## src/rtl/rr_lock_arbiter_pkg.sv

```systemverilog
// Shared types and helpers for the round-robin lock arbiter.
//   arb_state_t    - FSM encoding (IDLE / GRANT / LOCKED)
//   lock_cnt_width - width of the lock counter for a given MAX_LOCK (at least 1 bit)
//   rotl_onehot    - rotate an n-bit one-hot vector left by one, with wrap-around
package rr_lock_arbiter_pkg;

    typedef enum logic [1:0] {
        IDLE,
        GRANT,
        LOCKED
    } arb_state_t;

    // $clog2(max_lock+1), widened to 1 bit for the unlimited (0) case so the
    // counter always exists.
    function automatic int unsigned lock_cnt_width(input int unsigned max_lock);
        return (max_lock == 0) ? 1 : $clog2(max_lock + 1);
    endfunction

    // Operates on the low n bits of a 32-bit container; upper bits are cleared.
    function automatic logic [31:0] rotl_onehot(input logic [31:0] v, input int unsigned n);
        logic [31:0] mask;
        mask = (n >= 32) ? '1 : ((32'd1 << n) - 32'd1);
        return ((v << 1) | (v >> (n - 1))) & mask;
    endfunction

endpackage

```

## src/rtl/one_hot_to_integer.sv

```systemverilog
// Common component: converts a one-hot (or all-zero) vector to its binary index.
//   one_hot  in   WIDTH   one-hot input; all-zero yields index 0
//   idx      out  ID_W    binary index of the set bit
module one_hot_to_integer #(
    parameter int unsigned WIDTH = 4,
    parameter int unsigned ID_W  = 2
) (
    input  logic [WIDTH-1:0] one_hot,
    output logic [ID_W-1:0]  idx
);

    // OR-reduction of indices: exact for one-hot, zero for an empty vector.
    always_comb begin
        idx = '0;
        for (int i = 0; i < int'(WIDTH); i++) begin
            if (one_hot[i]) begin
                idx = idx | ID_W'(i);
            end
        end
    end

endmodule

```

## src/rtl/rr_lock_arbiter.sv

```systemverilog
// Round-robin arbiter sharing one resource between NUM_REQ requesters, with an
// optional per-requester lock that lets a winner hold the resource for up to
// MAX_LOCK consecutive acked transfers (0 = unlimited).
//   clk          in   1        clock
//   rst          in   1        synchronous active-high reset
//   request      in   NUM_REQ  per-requester request, held until its ack
//   lock         in   NUM_REQ  per-requester lock hint, sampled at ack
//   ack          in   1        resource accepts the presented grant
//   grant        out  NUM_REQ  registered one-hot grant, zero when invalid
//   grant_valid  out  1        a grant is being presented
//   grant_id     out  ID_W     binary index of grant, zero when invalid
module rr_lock_arbiter
    import rr_lock_arbiter_pkg::*;
#(
    parameter int unsigned NUM_REQ  = 4,
    parameter int unsigned MAX_LOCK = 8,
    localparam int unsigned ID_W    = (NUM_REQ > 1) ? $clog2(NUM_REQ) : 1
) (
    input  logic               clk,
    input  logic               rst,
    input  logic [NUM_REQ-1:0] request,
    input  logic [NUM_REQ-1:0] lock,
    input  logic               ack,
    output logic [NUM_REQ-1:0] grant,
    output logic               grant_valid,
    output logic [ID_W-1:0]    grant_id
);

    localparam int unsigned LOCK_CNT_W = lock_cnt_width(MAX_LOCK);

    arb_state_t              state_q, state_d;
    logic [NUM_REQ-1:0]      grant_q, grant_d;
    logic [NUM_REQ-1:0]      ptr_q, ptr_d;
    logic [LOCK_CNT_W-1:0]   lock_cnt_q, lock_cnt_d;

    logic                    win_req;
    logic                    win_lock;
    logic                    lock_ok;
    logic [NUM_REQ-1:0]      others;
    logic [NUM_REQ-1:0]      ptr_next;

    // Two-pass priority: lowest set bit at/above the pointer, else lowest set bit overall.
    function automatic logic [NUM_REQ-1:0] pick(input logic [NUM_REQ-1:0] req,
                                                input logic [NUM_REQ-1:0] ptr);
        logic [NUM_REQ-1:0] hi;
        logic [NUM_REQ-1:0] masked;
        logic [NUM_REQ-1:0] src;
        hi     = ~(ptr - NUM_REQ'(1));
        masked = req & hi;
        src    = (|masked) ? masked : req;
        return src & (~src + NUM_REQ'(1));
    endfunction

    assign win_req  = |(request & grant_q);
    assign win_lock = |(lock & grant_q);
    assign others   = request & ~grant_q;
    assign ptr_next = NUM_REQ'(rotl_onehot(32'(grant_q), NUM_REQ));
    // Staying locked is allowed only while this ack is not the last one permitted.
    assign lock_ok  = (MAX_LOCK == 0) ? 1'b1 : ((32'(lock_cnt_q) + 32'd1) < MAX_LOCK);

    // State register
    always_ff @(posedge clk) begin
        if (rst) begin
            state_q <= IDLE;
        end else begin
            state_q <= state_d;
        end
    end

    // Datapath registers owned by the FSM
    always_ff @(posedge clk) begin
        if (rst) begin
            grant_q    <= '0;
            ptr_q      <= NUM_REQ'(1);
            lock_cnt_q <= '0;
        end else begin
            grant_q    <= grant_d;
            ptr_q      <= ptr_d;
            lock_cnt_q <= lock_cnt_d;
        end
    end

    // Next-state logic
    always_comb begin
        state_d    = state_q;
        grant_d    = grant_q;
        ptr_d      = ptr_q;
        lock_cnt_d = lock_cnt_q;
        unique case (state_q)
            IDLE: begin
                if (|request) begin
                    grant_d = pick(request, ptr_q);
                    state_d = GRANT;
                end
            end
            GRANT, LOCKED: begin
                if (ack) begin
                    if (win_lock && win_req && lock_ok) begin
                        state_d    = LOCKED;
                        // Saturate so the unlimited case cannot wrap.
                        lock_cnt_d = (&lock_cnt_q) ? lock_cnt_q : lock_cnt_q + LOCK_CNT_W'(1);
                    end else begin
                        ptr_d      = ptr_next;
                        lock_cnt_d = '0;
                        // Re-arbitrate immediately so back-to-back grants have no bubble.
                        if (|others) begin
                            grant_d = pick(others, ptr_next);
                            state_d = GRANT;
                        end else begin
                            grant_d = '0;
                            state_d = IDLE;
                        end
                    end
                end else if (!win_req) begin
                    // Winner withdrew before ack: drop the grant, keep the pointer.
                    grant_d    = '0;
                    lock_cnt_d = '0;
                    state_d    = IDLE;
                end
            end
            default: begin
                grant_d    = '0;
                lock_cnt_d = '0;
                state_d    = IDLE;
            end
        endcase
    end

    // Outputs
    always_comb begin
        grant       = grant_q;
        grant_valid = (state_q != IDLE);
    end

    one_hot_to_integer #(
        .WIDTH (NUM_REQ),
        .ID_W  (ID_W)
    ) u_grant_id (
        .one_hot (grant_q),
        .idx     (grant_id)
    );

    a_grant_onehot0: assert property (@(posedge clk) disable iff (rst) $onehot0(grant));
    a_grant_iff_valid: assert property (@(posedge clk) disable iff (rst)
        ((grant != '0) == grant_valid));
    a_grant_stable: assert property (@(posedge clk) disable iff (rst)
        (grant_valid && !ack && |(request & grant)) |=> $stable(grant));
    a_ack_needs_grant: assert property (@(posedge clk) disable iff (rst) ack |-> grant_valid);

endmodule

```

## config.mk

```make
export PLATFORM = sky130hd
export DESIGN_NAME = rr_lock_arbiter
export DESIGN_NICKNAME = d
export VERILOG_FILES = /design/src/rtl/rr_lock_arbiter_pkg.sv /design/src/rtl/one_hot_to_integer.sv /design/src/rtl/rr_lock_arbiter.sv
export SDC_FILE = /design/constraint.sdc
export NUM_CORES = 1
export LEC_CHECK = 0
export CAP_MARGIN = 5
export CORE_MARGIN = 1.5
export CORE_UTILIZATION = 43
export CTS_CLUSTER_SIZE = 16
export DETAILED_ROUTE_END_ITERATION = 7
export DONT_BUFFER_PORTS = 1
export PLACE_DENSITY_LB_ADDON = 0.12
export SLEW_MARGIN = 20
export SYNTH_ARGS = -nofsm -noshare
export SYNTH_HDL_FRONTEND = slang
export SYNTH_SLANG_ARGS = --single-unit
```

## constraint.sdc

```tcl
create_clock -name clk -period 2.5 [get_ports clk]
set_clock_uncertainty 0.2 [all_clocks]
set_input_delay 0.375 -clock clk [delete_from_list [all_inputs] [get_ports clk]]
set_output_delay 0.375 -clock clk [all_outputs]
set_load 0.05 [all_outputs]
```

Yosys cells after proc, flatten, opt, wreduce, memory -nomap -nowiden
Index checks and enable logic that the tools add are counted.
- $add $sub $neg: 6
- equal/unequal tests: 6
- multiplexer cells: 21
- reduce and logical (&&, ||, !) cells: 16
- order comparisons: 1
- bitwise gates (word level): 15
- operators by type and width (kind ; count):
    4-bit two-way mux ; 10
    4-bit bitwise AND ; 7
    4-bit OR reduction ; 6
    4-bit NOT ; 5
    4-bit one-hot mux with 2 select lines ; 2
    4-bit by 1-bit adder with 4-bit output, second input constant ; 3
    2-bit two-way mux ; 6
    3-bit AND reduction ; 3
    4-bit by 1-bit subtractor with 4-bit output, second input constant ; 2
    3-bit inequality test, second input constant ; 2
    4-bit by 1-bit adder with 5-bit output, second input constant ; 1
    5-bit by 4-bit less-than comparator with 1-bit output, second input constant ; 1
    4-bit inequality test, second input constant ; 1
    4-bit by 1-bit OR with 4-bit output ; 1
    2-bit one-hot mux with 2 select lines ; 1
    4-bit AND reduction ; 1
    2-bit by 1-bit equality test with 1-bit output, second input constant ; 1
    2-bit equality test, second input constant ; 1
    1-bit logical AND ; 2
    2-bit zero test ; 1
    1-bit two-way mux ; 2
    2-bit inequality test, second input constant ; 1
    1-bit NOT ; 2
    2-bit AND reduction ; 1
    2 further kinds ; 2
- register bits after elaboration: 14
- logic and storage cells: 69
- bits of input ports: 11
- output and inout bits: 7

Depth between registers and ports, before layout
Gate-level depths: netlist of the first run.
- depth in word-level cells: 13
- gate-level depth with buffers: 9

Hierarchy
From an unflattened synthesis of the first run, not the netlist that was laid out.
- cell total of the unflattened synthesis: 146
- area total of the unflattened synthesis: 1082.3 sq um
- by module, submodules not included (module ; times used ; sequential area each (sq um) ; cells an instance ; area an instance (sq um)):
    rr_lock_arbiter ; 1 ; 280.3 ; 144 ; 1069.8
    one_hot_to_integer ; 1 ; 0.0 ; 2 ; 12.5

Worst setup path before layout of the first run
No wires, ideal clock.
- path kind: register to register
- start: register grant_q[3] (netlist: grant[3])
- end: register grant_q[2] (netlist: grant[2])
- clock period less this slack: 2.715 ns
- required time: 2.183 ns
- path slack: -0.215 ns
- arrival time: 2.398 ns
- cell stages (with the launch flop): 10
- cells stage by stage: dfxtp_1 -> clkbuf_1 -> inv_1 -> ha_1 -> and3b_1 -> a21oi_1 -> a21boi_0 -> o21ai_1 -> o32ai_1 -> a22o_1
- longest elaborated chain between the ends: 13
- ends and longest elaborated chain (item ; line ; text):
    start: declaration ; rr_lock_arbiter.sv:32 ; logic [NUM_REQ-1:0] grant_q, grant_d;
    start signal: assignment ; rr_lock_arbiter.sv:77 ; grant_q <= grant_d;
    4-bit by 1-bit OR with 4-bit output ; rr_lock_arbiter_pkg.sv:23 ; return ((v << 1) | (v >> (n - 1))) & mask;
    4-bit by 1-bit subtractor with 4-bit output ; rr_lock_arbiter.sv:48 ; hi = ~(ptr - NUM_REQ'(1));
    4-bit NOT ; rr_lock_arbiter.sv:48 ;
    4-bit bitwise AND ; rr_lock_arbiter.sv:49 ; masked = req & hi;
    4-bit OR reduction ; rr_lock_arbiter.sv:50 ; src = (|masked) ? masked : req;
    4-bit two-way mux ; rr_lock_arbiter.sv:50 ;
    4-bit NOT ; rr_lock_arbiter.sv:51 ; return src & (~src + NUM_REQ'(1));
    4-bit by 1-bit adder with 4-bit output ; rr_lock_arbiter.sv:51 ;
    4-bit bitwise AND ; rr_lock_arbiter.sv:51 ;
    4-bit two-way mux ; rr_lock_arbiter.sv:106 ; if (|others) begin
    4-bit two-way mux ; rr_lock_arbiter.sv:98 ; if (win_lock && win_req && lock_ok) begin
    4-bit two-way mux ; rr_lock_arbiter.sv:97 ; if (ack) begin
    4-bit one-hot mux with 2 select lines ; rr_lock_arbiter.sv:89 ; unique case (state_q)
Parallel ways exist; a longest one is shown, timed or not. The select of a mux whose other input is x is not followed.
A chain may end at the register's enable or synchronous reset.

Final worst setup path of the first run
Ends and elaborated chain as after synthesis.

==> results.md, run 1 <==
- VDD IR max: 0.451 mV
- Area contributors post-synth: dfxtp_1 (26%), ha_1 (5.8%), a21oi_1 (5.1%), inv_1 (4.2%), nor2_1 (3.8%)
- Root Buffer: clkbuf_4
- First-pass GRT wire length: 4.36 mm
- Port Buffers: 0
- # clock sinks: 14
- Initial antenna violation count: 0
- Combinational Power Share: 40.4%
- H-tree depth: 1
- RR Endpoint: grant[2]
- Clock Path Buffers: 2
- Number of synthesized flops with an enable pin: 0
- Switching Power: 280 uW
- Crit-path cells: inv_1 > ha_1 > and3b_1 > a21oi_1 > a21boi_0 > o21ai_1 > o32ai_1 > a22o_1
- Die ar.: 2820 um2
- Share of layout cells above drive strength 1: 14.1%
- Critical path capture point: grant[2]
- Worst rel slew slack: 70.6%
- Worst path max stage delay: 0.37 ns
- Worst-Margin Slew: 0.441 ns
- TNS Setup: 0 ns
- Starting Density: 46.9%
- Post-synthesis cell type count: 46
- Internal: 428 uW
- RSZ-0062 raised after global routing: false
- Worst setup path startpoint: grant[3]
- Syn_nets: 146
- Arrival time worst endpoint: 2.18 ns
- Syn Area/Cell: 8.30 um2
- Core area: 2300 um2
- Post-synth top area share: 26.0%
- Clk pwr share: 23.2%
- Worst path slowest cell: dfxtp_2
- Worst skew pair latency: 0.28 ns
- Reg area: 282 um2
- Synthesized cell area: 1080 um2
- Hold Violations, Final: 0
- Most frequent cells in the layout: dfxtp_1 (13), inv_1 (12), a21oi_1 (11), nor2_1 (11), nand2_1 (6)
- Clock transition at path regs: 0.09 ns
- WP data required: 2.49 ns
- Placer's final routability congestion estimate: 0.966
- Routed WL per cell: 15.5 um
- Routed Antenna Nets: 0
- R2r setup slk: 0.30 ns
- CP Capture Type: register
- HP Class: in -> reg
- Leakage: 0.484 nW
- Die Ht: 53.1 um
- Width of the die: 53.1 um
- CP Class: reg -> reg
- Antenna cell count: 0
- First drt pass iteration count: 4
- Status: complete, no violations
- Total Routed Length: 2.53 mm
- NumNets Final: 152
- # IOs: 18
- Switching Share: 39.5%
- Synth async-reset ratio: 0%
- Routed vias/inst: 6.15
- CP top delay family: compound AO/OA/AOI/OAI gates
- Final worst slack: 0.303 ns
- Area Overhead vs Synth: 7.66%
- Crit path launch type: register
- Post-synth top area cell: dfxtp_1
- Vias in the first global route: 962
- Power Density: 610 nW/um2
- Largest net degree at the start of global routing: 12
- Min Tclk post-route: 2.20 ns
- Final HPWL DP: 1.89 mm
- 1st-iter DRT viols: 33
- GRT Total Usage: 21.1%
- Ys Warns: 0
- Worst Path Buf+Inv: 1
- Seq/Total Area, Yosys: 26.0%
- CP Depth: 8
- Tcrit/Tclk final: 87.9%
- Dominant synthesized flop cell: dfxtp_1
- Area of the multi-input gates: 723 um2
- Sequential power share: 36.4%
- Site Rows: 17
- Syn Inst Count: 130
- Filler Cell Count: 211
- Crit-path max FO: 4
- Drt drc: 0
- Total number of vias: 1003
- Gr ovfl total: 0
- Worst r2r path cells: 8
- Post-CTS Setup Bufs: 0
- Upper clock frequency limit: 455 MHz
- Commonest non-fill, non-tap cell in the layout: dfxtp_1
- Pre-CTS WS: 0.333 ns
- Final Max Tran Viols: 0
- Max cap viols: 0
- CTS tree: yes
- Final setup vio count: 0
- CTS buffer count: 3
- Reg2reg start: grant[3]
- #FFs+latches synth: 14
-- registers in the layout, summed over array words and instances (netlist names) --
name        flops
grant           4
ptr_q           4
lock_cnt_q      4
state_q         2
-- layout make-up --
type | count | share of cell area [%]
multi-input cells | 100 | 62.3
flip-flops and latches | 14 | 24.2
inverters | 12 | 3.88
repair buffers | 5 | 3.45
clock buffers | 4 | 3.13
well taps | 28 | 3.02
-- synth_stat cells, drive strengths merged (3+ instances only) --
| library cell | instances |
|---|---|
| a21oi | 13 |
| a22o | 4 |
| a22oi | 6 |
| and2 | 3 |
| dfxtp | 14 |
| ha | 5 |
| inv | 12 |
| mux2i | 4 |
| nand2 | 6 |
| nand2b | 4 |
| nand3 | 3 |
| nor2 | 11 |
| nor3 | 3 |
| o21ai | 4 |
| o32ai | 3 |
| or2 | 3 |
-- worst min-delay path by stage --
stage                        startpoint             to  slack [ns]  cells past startpoint
after global placement              rst  lock_cnt_q[2]        0.25                      1
after CTS                           rst  lock_cnt_q[3]        0.07                      1
after floorplan           lock_cnt_q[2]  lock_cnt_q[2]        0.26                      2
after global routing                rst  lock_cnt_q[3]        0.05                      1
after detailed placement            rst  lock_cnt_q[2]        0.25                      1
final                               rst  lock_cnt_q[3]        0.08                      1
-- through the flow --
step                      std cells  util, %  power, mW  hold slack [ns]  cell area, um2
final                           163     50.5      0.708           0.0753            1160
after global routing            163     50.5      0.756           0.0547            1160
after CTS                       163     50.5      0.711           0.0663            1160
after detailed placement        158     48.5      0.542            0.248            1110
after global placement          158     48.5      0.543            0.246            1110
after floorplan                 130        -      0.505            0.258            1080
-- kinds of logic (layout without fill, tap and decap cells) --
group | Yosys count | in the layout | synth area share, %
compound gates | 45 | 45 | 32.9
buf+inv | 16 | 21 | 6.96
xor+xnor | 2 | 2 | 1.62
mux | 4 | 4 | 3.71
fa+ha+maj | 5 | 5 | 5.80
simple gates | 44 | 44 | 23.0
flops | 14 | 14 | 26.0
-- routing by layer --
metal,share of wire (%),GRT usage [%],wire [um]
met1,51,29.4,1300
met2,43,32.9,1080
met3,5.1,6.21,130
met4,0.71,2.56,18
met5,0,0,0
-- power by group through the flow --
stage / Clock (mW) / Sequential, mW / Combinational (mW)
after global placement: 0 / 0.262 / 0.282
after detailed placement: 0 / 0.263 / 0.279
after CTS: 0.170 / 0.258 / 0.284
final: 0.164 / 0.257 / 0.286
after global routing: 0.180 / 0.260 / 0.316
after floorplan: 0 / 0.280 / 0.225
-- what timing repair did --
item,CTS,global route
gates resized for setup,0,0
endpoints found under the hold margin,8,0
endpoints found under the setup margin,0,0
hold buffers,1,0
Power figures use the tool's default switching activity.
==> run 2: changes to the inputs <==
--- a/config.mk
+++ b/config.mk
@@ -8,6 +8,7 @@
 export CAP_MARGIN = 5
 export CORE_MARGIN = 1.5
 export CORE_UTILIZATION = 43
+export CTS_CLUSTER_DIAMETER = 100
 export CTS_CLUSTER_SIZE = 16
 export DETAILED_ROUTE_END_ITERATION = 7
 export DONT_BUFFER_PORTS = 1
==> constraint.sdc (replaced) <==
create_clock -name clk -period 2.5 [get_ports clk]
set_clock_uncertainty 0.2 [all_clocks]
set_input_delay 0.5 -clock clk [delete_from_list [all_inputs] [get_ports clk]]
set_output_delay 0.5 -clock clk [all_outputs]
set_load 0.05 [all_outputs]
==> run 2 against run 1 <==
Clock power is essentially flat. Utilization grew 0.22 points. First-iteration DRC count shrank 15%. Cell count grew 0.61%. Critical path depth is the same. Worst setup slack is essentially flat. Sequential power is essentially flat. Largest cell class unchanged. Largest power group unchanged.
==> results.md, run 2 (same netlist as run 1, synthesis figures left out) <==
- Hold Violations, Final: 0 (unchanged)
- Area of the multi-input gates: 723 um2 (unchanged)
- GRT met1 Usage: 28.6% (-0.79 points)
- CTS tree: yes
- Vias in the first global route: 972 (+1.0%)
- Area post-placement: 1130 um2 (+1.3%)
- Met2 Resource Use GR: 34.4% (+1.5 points)
- Area Overhead vs Synth: 8.12%
- NumNets Final: 153 (+0.66%)
- Global Route met3 Usage: 5.08% (-1.1 points)
- Post-CTS Setup Bufs: 0 (unchanged)
- Power Density: 613 nW/um2 (+0.60%)
- WP data required: 2.48 ns (about the same)
- Worst-Margin Slew: 0.438 ns (-0.00285 ns)
- GRT Total Usage: 21.0% (-0.084 points)
- Status: complete, no violations
- Commonest non-fill, non-tap cell in the layout: dfxtp_1
- Routed vias/inst: 6.01 (-2.4%)
- Total number of vias: 985 (-1.8%)
- TNS Setup: 0 ns (unchanged)
- CP Class: reg -> reg
- Arrival time worst endpoint: 2.17 ns (about the same)
- H-tree depth: 1 (unchanged)
- Tcrit/Tclk final: 87.8% (about the same)
- Die ar.: 2820 um2 (unchanged)
- Routed Antenna Nets: 0 (unchanged)
- Filler Cell Count: 229 (+8.5%)
- CP Capture Type: register
- Crit path launch type: register
- Total Routed Length: 2.54 mm (+0.51%)
- Final Max Tran Viols: 0 (unchanged)
- RSZ-0062 raised after global routing: false
- # IOs: 18 (unchanged)
- Crit-path max FO: 5 (+1)
- First-pass GRT wire length: 4.34 mm (-0.46%)
- Final HPWL DP: 1.97 mm (+4.3%)
- Max cap viols: 0 (unchanged)
- Core area: 2300 um2 (unchanged)
- First drt pass iteration count: 4 (unchanged)
- Design area: 1170 um2 (+0.43%)
- Routed WL per cell: 15.5 um (about the same)
- Share of layout cells above drive strength 1: 15.4% (+1.4 points)
- Most frequent cells in the layout: dfxtp_1 (13), inv_1 (12), a21oi_1 (11), nor2_1 (11)
- Post-CTS Resized: 0 (unchanged)
- Width of the die: 53.1 um (unchanged)
- Upper clock frequency limit: 455 MHz (about the same)
- Starting Density: 46.9% (unchanged)
- Drt drc: 0 (unchanged)
- Clock transition at path regs: 0.09 ns (about the same)
- # clock sinks: 14 (unchanged)
- Placer's final routability congestion estimate: 0.896 (-7.3%)
- Reg area: 282 um2 (unchanged)
- Site Rows: 17 (unchanged)
- Port Buffers: 0 (unchanged)
- Die Ht: 53.1 um (unchanged)
- Gr ovfl total: 0 (unchanged)
- GR peak layer: met2
- Worst rel slew slack: 70.8% (+0.19 points)
- Root Buffer: clkbuf_4
- Antenna cell count: 0 (unchanged)
- Hold_buf cts: 0 (-1)
- Clock Path Buffers: 2 (unchanged)
- Largest net degree at the start of global routing: 13 (+1)
- Final setup vio count: 0 (unchanged)
- 1st-iter DRT viols: 28 (-15%)
- Min Tclk post-route: 2.20 ns (-0.000365 ns)
- HP Class: in -> reg
- Leakage: 0.489 nW (+1.1%)
- VDD IR max: 0.321 mV (-29%)
- Initial antenna violation count: 0 (unchanged)
- Worst skew pair latency: 0.28 ns (about the same)
- CTS buffer count: 3 (unchanged)
==> run 2: cell types whose count changed in the layout (fill, tap and decap cells not counted), sizes merged <==
cell / delta
dlygate4sd3: -1
buf: +2
==> run 2: per-layer routing <==
metal	routed length [um]	share of wire [%]
met3	118	4.6
met2	1140	45
met5	0	0
met4	8	0.31
met1	1270	50
==> run 2: cell type report <==
cell class	instances	area share [%]
clock buffers	4	3.11
flip-flops and latches	14	24.1
multi-input cells	100	62.0
well taps	28	3.00
repair buffers	6	3.86
inverters	12	3.86
==> run 2: through the flow <==
step                      worst slack (ns)  total power [mW]  instances  hold slack (ns)  utilization (%)
after floorplan                   0.000355             0.505        130            0.258                -
final                                0.304             0.715        164           0.0718             50.8
after global routing                 0.103             0.765        164           0.0489             50.8
after global placement               0.340             0.549        160            0.264             49.2
after CTS                            0.312             0.722        164           0.0644             50.8
after detailed placement             0.327             0.552        160            0.283             49.2
==> run 2: power breakdown <==
part / switching [mW] / internal, mW / total [mW]
combinational: 0.184 / 0.108 / 0.292
sequential: 0.0198 / 0.238 / 0.258
clock: 0.0769 / 0.0886 / 0.165
total: 0.281 / 0.434 / 0.715
==> run 2: final timing paths <==
path | from | end | slack, ns | depth (start not counted)
worst max register to register | ptr_q[0] | grant[2] | 0.30 | 8
worst max-delay path | ptr_q[0] | grant[2] | 0.30 | 8
worst min-delay path | rst | lock_cnt_q[2] | 0.07 | 1
worst min register to register | lock_cnt_q[2] | lock_cnt_q[2] | 0.29 | 2
==> run 2: critical path, cell delays in order (launching register included) <==
cell and delay, ns:
dfxtp_1 0.39, inv_1 0.08, ha_1 0.28, and2_1 0.17, a21oi_1 0.26, a31oi_1 0.21
o211ai_2 0.19, o32ai_1 0.10, a22o_1 0.23
